==> src/rtl/prco_constants.sv <==
// Shared owner encodings and read-tag layout for the PRCO local-memory arbiter.
// No logic; types and constants only.
// Imported by the arbiter top and the tag pipeline.
package prco_constants;

    localparam logic [1:0] OWN_FETCH = 2'd0;
    localparam logic [1:0] OWN_DATA  = 2'd1;
    localparam logic [1:0] OWN_DBG   = 2'd2;

    // One in-flight read: live marks a return that must still be delivered.
    typedef struct packed {
        logic       live;
        logic [1:0] owner;
    } tag_t;

    localparam int TAG_W = $bits(tag_t);

    // Drop the live bit of a fetch-owned tag while a branch flush is active.
    function automatic tag_t kill_fetch(input tag_t t, input logic flush);
        tag_t r;
        r = t;
        if (flush && (t.owner == OWN_FETCH)) begin
            r.live = 1'b0;
        end
        return r;
    endfunction

endpackage

==> src/rtl/prco_mem_tagpipe.sv <==
// Shift register of read tags, DEPTH stages, with flush-by-owner clear of fetch tags.
// Latency: a tag pushed in cycle N is presented at q_tag in cycle N+DEPTH.
// No backpressure: advances every cycle; flush clears fetch tags on entry and in flight.
module prco_mem_tagpipe
    import prco_constants::*;
#(
    parameter int DEPTH = 2
) (
    input  logic i_clk,
    input  logic i_reset,
    input  logic i_flush,
    input  tag_t i_tag,
    output tag_t q_tag,
    output logic q_busy
);

    tag_t stages [DEPTH];

    // Advance the pipeline each cycle, killing fetch returns during a flush.
    always_ff @(posedge i_clk or posedge i_reset) begin
        if (i_reset) begin
            for (int i = 0; i < DEPTH; i++) begin
                stages[i] <= '0;
            end
        end else begin
            stages[0] <= kill_fetch(i_tag, i_flush);
            for (int i = 1; i < DEPTH; i++) begin
                stages[i] <= kill_fetch(stages[i-1], i_flush);
            end
        end
    end

    // Busy whenever any stage still carries a deliverable return.
    always_comb begin
        q_busy = 1'b0;
        for (int i = 0; i < DEPTH; i++) begin
            q_busy = q_busy | stages[i].live;
        end
    end

    assign q_tag = stages[DEPTH-1];

endmodule

==> src/rtl/prco_mem_arb.sv <==
// Single-port lmem arbiter: debug > data > fetch, with fetch forced after STARVE_MAX denials.
// Latency: grant same cycle, mem lines registered next cycle, read valid at N+1+RD_LAT.
// Backpressure: requesters hold until their combinational gnt; at most one grant per cycle.
module prco_mem_arb
    import prco_constants::*;
#(
    parameter int ADDR_W     = 16,
    parameter int DATA_W     = 16,
    parameter int RD_LAT     = 1,   // legal range 1..3
    parameter int STARVE_MAX = 4
) (
    input  logic              i_clk,
    input  logic              i_reset,
    input  logic              i_flush,
    input  logic              i_f_req,
    input  logic [ADDR_W-1:0] i_f_addr,
    output logic              q_f_gnt,
    output logic              q_f_valid,
    output logic [DATA_W-1:0] q_f_data,
    input  logic              i_d_req,
    input  logic              i_d_we,
    input  logic [ADDR_W-1:0] i_d_addr,
    input  logic [DATA_W-1:0] i_d_wdata,
    output logic              q_d_gnt,
    output logic              q_d_valid,
    output logic [DATA_W-1:0] q_d_data,
    input  logic              i_g_req,
    input  logic              i_g_we,
    input  logic [ADDR_W-1:0] i_g_addr,
    input  logic [DATA_W-1:0] i_g_wdata,
    output logic              q_g_gnt,
    output logic              q_g_valid,
    output logic [DATA_W-1:0] q_g_data,
    output logic [ADDR_W-1:0] q_mem_addr,
    output logic              q_mem_we,
    output logic [DATA_W-1:0] q_mem_dina,
    input  logic [DATA_W-1:0] i_mem_douta,
    output logic              q_busy
);

    localparam int CNT_W = $clog2(STARVE_MAX + 1);
    localparam logic [CNT_W-1:0] CNT_MAX = CNT_W'(STARVE_MAX);

    logic [CNT_W-1:0]  starve_cnt;
    logic              starve_force;
    logic              any_gnt;
    logic [ADDR_W-1:0] sel_addr;
    logic              sel_we;
    logic [DATA_W-1:0] sel_wdata;
    logic [1:0]        sel_owner;
    tag_t              new_tag;
    tag_t              ret_tag;
    logic              ret_fetch;
    logic              ret_data;
    logic              ret_dbg;

    assign starve_force = i_f_req && (starve_cnt == CNT_MAX);

    // Fixed priority arbitration with the starvation override; nothing granted in reset.
    always_comb begin
        q_f_gnt = 1'b0;
        q_d_gnt = 1'b0;
        q_g_gnt = 1'b0;
        if (!i_reset) begin
            if (starve_force) begin
                q_f_gnt = 1'b1;
            end else if (i_g_req) begin
                q_g_gnt = 1'b1;
            end else if (i_d_req) begin
                q_d_gnt = 1'b1;
            end else if (i_f_req) begin
                q_f_gnt = 1'b1;
            end
        end
    end

    assign any_gnt = q_f_gnt | q_d_gnt | q_g_gnt;

    // Steer the winner's request onto the memory lines; idle holds address and data.
    always_comb begin
        sel_addr  = q_mem_addr;
        sel_we    = 1'b0;
        sel_wdata = q_mem_dina;
        sel_owner = OWN_FETCH;
        if (q_f_gnt) begin
            sel_addr  = i_f_addr;
            sel_owner = OWN_FETCH;
        end else if (q_g_gnt) begin
            sel_addr  = i_g_addr;
            sel_we    = i_g_we;
            sel_wdata = i_g_wdata;
            sel_owner = OWN_DBG;
        end else if (q_d_gnt) begin
            sel_addr  = i_d_addr;
            sel_we    = i_d_we;
            sel_wdata = i_d_wdata;
            sel_owner = OWN_DATA;
        end
    end

    // Register the granted access onto the lmem port.
    always_ff @(posedge i_clk or posedge i_reset) begin
        if (i_reset) begin
            q_mem_addr <= '0;
            q_mem_we   <= 1'b0;
            q_mem_dina <= '0;
        end else begin
            q_mem_addr <= sel_addr;
            q_mem_we   <= sel_we;
            q_mem_dina <= sel_wdata;
        end
    end

    // Count consecutive denied fetch cycles, saturating at STARVE_MAX.
    always_ff @(posedge i_clk or posedge i_reset) begin
        if (i_reset) begin
            starve_cnt <= '0;
        end else if (i_f_req && !q_f_gnt) begin
            if (starve_cnt != CNT_MAX) begin
                starve_cnt <= starve_cnt + CNT_W'(1);
            end
        end else begin
            starve_cnt <= '0;
        end
    end

    // Only reads produce a return; writes complete on grant.
    always_comb begin
        new_tag       = '0;
        new_tag.live  = any_gnt && !sel_we;
        new_tag.owner = sel_owner;
    end

    prco_mem_tagpipe #(
        .DEPTH (RD_LAT + 1)
    ) u_tagpipe (
        .i_clk   (i_clk),
        .i_reset (i_reset),
        .i_flush (i_flush),
        .i_tag   (new_tag),
        .q_tag   (ret_tag),
        .q_busy  (q_busy)
    );

    // Route the returning word to its owner; a flush in the return cycle also kills fetch.
    always_comb begin
        ret_fetch = !i_reset && ret_tag.live && (ret_tag.owner == OWN_FETCH) && !i_flush;
        ret_data  = !i_reset && ret_tag.live && (ret_tag.owner == OWN_DATA);
        ret_dbg   = !i_reset && ret_tag.live && (ret_tag.owner == OWN_DBG);
    end

    assign q_f_valid = ret_fetch;
    assign q_d_valid = ret_data;
    assign q_g_valid = ret_dbg;
    assign q_f_data  = ret_fetch ? i_mem_douta : '0;
    assign q_d_data  = ret_data  ? i_mem_douta : '0;
    assign q_g_data  = ret_dbg   ? i_mem_douta : '0;

endmodule

==> config.mk <==
export PLATFORM = sky130hd
export DESIGN_NAME = prco_mem_arb
export DESIGN_NICKNAME = d
export VERILOG_FILES = /design/src/rtl/prco_constants.sv /design/src/rtl/prco_mem_tagpipe.sv /design/src/rtl/prco_mem_arb.sv
export SDC_FILE = /design/constraint.sdc
export NUM_CORES = 1
export LEC_CHECK = 0
export CORE_MARGIN = 5
export CORE_UTILIZATION = 35
export CTS_CLUSTER_DIAMETER = 100
export DETAILED_ROUTE_END_ITERATION = 10
export PLACE_DENSITY = 0.9
export SETUP_SLACK_MARGIN = 0.2
export SYNTH_ARGS = -nofsm -noshare
export SYNTH_HDL_FRONTEND = slang
export SYNTH_SLANG_ARGS = --single-unit
==> constraint.sdc <==
create_clock -name i_clk -period 2.5 [get_ports i_clk]
set_clock_uncertainty 0.1 [all_clocks]
set_input_delay 0.25 -clock i_clk [delete_from_list [all_inputs] [get_ports i_clk]]
set_output_delay 0.25 -clock i_clk [all_outputs]
set_load 0.1 [all_outputs]
# Word-level counts from Yosys, hierarchy flattened
# Cells that the tools add are included.
# Widths: inputs -> output; s select.
[totals]
in_bits = 104
regBits = 42
out_inout_bits = 88
[classes]
bitwise_logic = 4
reduce_logical = 20
mux = 30
eq_ne = 5
add_sub_neg = 1
[ops]
columns = ["op", "count"]
rows = [
  ["$mux 16", 8],
  ["$mux 1", 18],
  ["$logic_and 1x1->1", 10],
  ["$logic_not 2->1", 3],
  ["$mux 3", 2],
  ["$logic_not 1->1", 4],
  ["$mux 2", 2],
  ["$add 3x1->3 const B", 1],
  ["$eq 3x3->1 const B", 1],
  ["$ne 3x3->1 const B", 1],
  ["$or 1x1->1", 3],
  ["$reduce_bool 3->1", 1],
  ["$eq 2x1->1 const B", 1],
  ["$eq 2x2->1 const B", 1],
  ["$ne 2x1->1 const B", 1],
  ["$reduce_and 2->1", 1],
  ["$reduce_bool 2->1", 1],
  ["$not 1->1", 1],
]

# Longest topological paths before layout
[logic_depth]
ltp_word = 10
mapped_depth = 7

# By module
# A second synthesis with hierarchy kept.
[unflattened]
cells_unflattened = 256
area_unflattened_um2 = 2383.5
[modules_own_cells]
columns = ["mod", "instances", "area_each_um2", "cells_per_inst"]
rows = [
  ["prco_mem_arb", 1, 2178.3, 241],
  ["prco_mem_tagpipe", 1, 205.2, 15],
]

# Worst setup path after synthesis
# Ideal clock, no wire load.
[synth_timing]
path_type = "register -> output"
start = "register starve_cnt[0]"
end = "output port q_d_gnt"
t_arrival_ns = 2.534
stages_incl_launch_ff = 8
path_slack_ns = -0.384
path_cell_list = "dfrtp_1 inv_1 ha_1 buf_6 a31o_4 buf_6 buf_2 nor2_1"
[synth_via]
elab_chain_len = 4
[synth_lines]
columns = ["item", "line_no", "text"]
rows = [
  ["start, declared", "prco_mem_arb.sv:44", "logic [CNT_W-1:0] starve_cnt;"],
  ["start signal, assigned", "prco_mem_arb.sv:120", "starve_cnt <= starve_cnt + CNT_W'(1);"],
  ["$eq 3x3->1", "prco_mem_arb.sv:57", "assign starve_force = i_f_req && (starve_cnt == CNT_MAX);"],
  ["$logic_and 1x1->1", "prco_mem_arb.sv:57", ""],
  ["$mux 1", "prco_mem_arb.sv:65", "if (starve_force) begin"],
  ["$mux 1", "prco_mem_arb.sv:64", "if (!i_reset) begin"],
  ["end, declared", "prco_mem_arb.sv:24", "output logic q_d_gnt,"],
]
# No other way between the ends.

# Worst setup path after layout
# Ends and elaborated chain as after synthesis.

==> qor.yml <==
run_status:
  status: "finished, final reports clean"
timing:
  finalSetupTns_ps: 0
  setup_slack_ps: 310
  drv_slew: 0
  min_period_ps: 2190
  setup_viol: 0
  max_slew.worst_pin.slew_ps: 451
  final_hold_viol_count: 0
  fmax_mhz: 457
  hold_ws_ps: 278
  rsz0062_at_grt: "no"
  relSlewSlack_pct: 69.8
  finalCritPeriodShare_pct: 87.6
floorplanning:
  start_util_pct: 35.7
  die_height_um: 95.8
  core_area_sq_um: 7210
  die_width_um: 95.8
  ios: 192
  dieArea_sq_um: 9180
  row_count: 31
clock_tree:
  clkTransAtPathRegs_ps: 80
  cts_buffers: 5
  root_buffer: "clkbuf_8"
  htree_levels: 2
  clk_latency_ps: 300
  cts_hold_buf: 0
  cts_buffer_depth: 2
  cts_tree: "done"
  cts.sinks: 42
drt:
  via_per_inst: 5.28
  wl_per_cell_um: 18.7
  first_iter_violations: 132
  first_pass_iters: 4
  drt-total-wl_um: 10400
  vias: 2949
  drc: 0
  ant_nets: 0
setup_path:
  rr_worst_depth: 6
  worstPathRequired_ps: 2150
  timing_worst_setup_path_type: "reg -> out"
  cp_max_fo: 25
  r2r-end: "q_mem_dina[3]"
  critPathArrivalTime_ps: 1840
  regToRegSetupSlack_ps: 450
  start_kind: "register"
  endpoint_kind: "output pin"
  worst_r2r_startpoint: "starve_cnt[0]"
yosys:
  syn-num-nets: 374
  synthArstFlopShare_pct: 100
  synthFlopType: "dfrtp_1"
  synth.largest_area_cell: "dfrtp_1"
  yosysWarnings: 0
  yosys.area.top_type_share_pct: 40.8
  synth-edff-count: 0
  syn_avg_cell_area_sq_um: 9.61
  synth.distinct_cells: 38
  ys_ff_latch: 42
  yosys-top-cells-area: "dfrtp_1 41%, and2_1 12%, o2bb2ai_1 5.1%"
  ys_seq_area_share_pct: 40.8
  syn_inst: 268
  syn-cell-area_sq_um: 2580
min_path:
  min_path_type: "reg -> reg"
  min-delay-start: "u_tagpipe.stages[3]"
  hold_end: "u_tagpipe.q_tag[0]"
  holdPathStages: 0
global_route:
  antenna_found_initial: 0
  grt_pass1_vias: 3082
  grt_max_degree: 32
  grtUsageTotal_pct: 22.0
  grt_pass1_wl_um: 15800
  grt.overflow.total: 0
final_layout:
  area_delta_synth_final_pct: 103
  final_common_cell: "clkdlybuf4s50_1"
  layout_common_cells: "103 x clkdlybuf4s50_1, 54 x buf_12, 50 x buf_4"
  drive_above_1_share_pct: 35.7
  num-nets-final: 565
  final_cells: 559
  antennaDiodeCount: 0
  fill_cells: 519
  seq_area_sq_um: 1050
  multi_input_area_sq_um: 1410
run:
  cap_violations: 0
place:
  dpl_worst_slack_ps: 402
  placed_cells: 551
  io_buffers: 191
  routabilityCongestion: 0.897
  hpwl_um: 8680
pwr:
  leakagePower_nw: 2.16
  power_density_nw_per_um2: 519
  ir_drop_v: 0.000463
## what timing repair did
action | 4_1_cts | 5_1_grt
setup endpoints to repair | 0 | 2
gates resized for setup | 0 | 1
buffers inserted | 0 | 0
## worst max path at each step
stage	start	end	slack [ps]	cells past startpoint
floorplan	starve_cnt[0]	q_d_gnt	80	7
global placement	i_d_req	q_mem_addr[9]	470	4
detailed placement	i_f_req	q_mem_dina[5]	400	5
CTS	starve_cnt[0]	q_g_gnt	210	6
global route	starve_cnt[0]	q_d_gnt	200	5
finish	starve_cnt[0]	q_d_gnt	310	5
## metal layers
layer / up-vias / global-route usage, % / wire length, um
met3: 29 / 8.13 / 1100
met4: 0 / 8.65 / 309
met2: 178 / 38.8 / 5290
met5: - / 0 / 0
met1: 1382 / 23.9 / 3740
li1: 1360 / - / -
## synthesized netlist by cell type (3+ instances only)
cell type	number
a21oi_1	8
a22oi_1	14
and2_1	49
buf_2	18
buf_6	3
dfrtp_1	42
inv_1	5
nand2_1	5
nand2b_1	8
nand3_1	24
nand3b_1	3
nand4_1	9
nor2_1	4
nor3_1	3
o21ai_0	10
o221a_2	8
o2bb2ai_1	15
or3_1	8
or3b_2	6
## kinds of logic (layout without fill, tap and decap cells)
family	Yosys count	in the layout	share of synthesized area (%)
compound gates	66	66	20.6
fa+ha+maj	2	2	0.971
buf+inv	28	220	5.97
flops	42	42	40.8
simple gates	130	130	31.6
## sequential cells by signal (all words and copies together) (netlist names)
name	cells
q_mem_addr	16
q_mem_dina	16
q_mem_we	1
starve_cnt	3
u_tagpipe.q_tag	3
u_tagpipe.stages	3
## critical path: stages, from the launching register on
cell and delay (ps):
dfrtp_1 390, inv_1 80, ha_1 310, a31o_4 370, nor2_2 200, buf_12 190
## final cells by class
| type | instances | share of cell area (%) |
|---|---|---|
| repair buffers | 207 | 47.6 |
| inverters | 5 | 0.359 |
| clock buffers | 5 | 1.32 |
| flip-flops and latches | 42 | 20.1 |
| clock inverters | 3 | 1.32 |
| multi-input cells | 198 | 27.0 |
| well taps | 99 | 2.37 |
## report_power, final
group | internal [W] | switching, W | total [W]
clock | 0.000400 | 0.000256 | 0.000656
combinational | 0.000383 | 0.000862 | 0.00124
sequential | 0.000760 | 0.0000547 | 0.000815
total | 0.00154 | 0.00117 | 0.00272
## through the flow
step / area, sq um / util [%] / total power [W]
after floorplan: 2610 / - / 0.00165
after global placement: 5090 / 70.5 / 0.00205
after detailed placement: 5090 / 70.5 / 0.00207
after CTS: 5230 / 72.4 / 0.00273
after global routing: 5230 / 72.5 / 0.00281
final: 5230 / 72.5 / 0.00272
No activity file was read; power rests on OpenSTA's default activity.
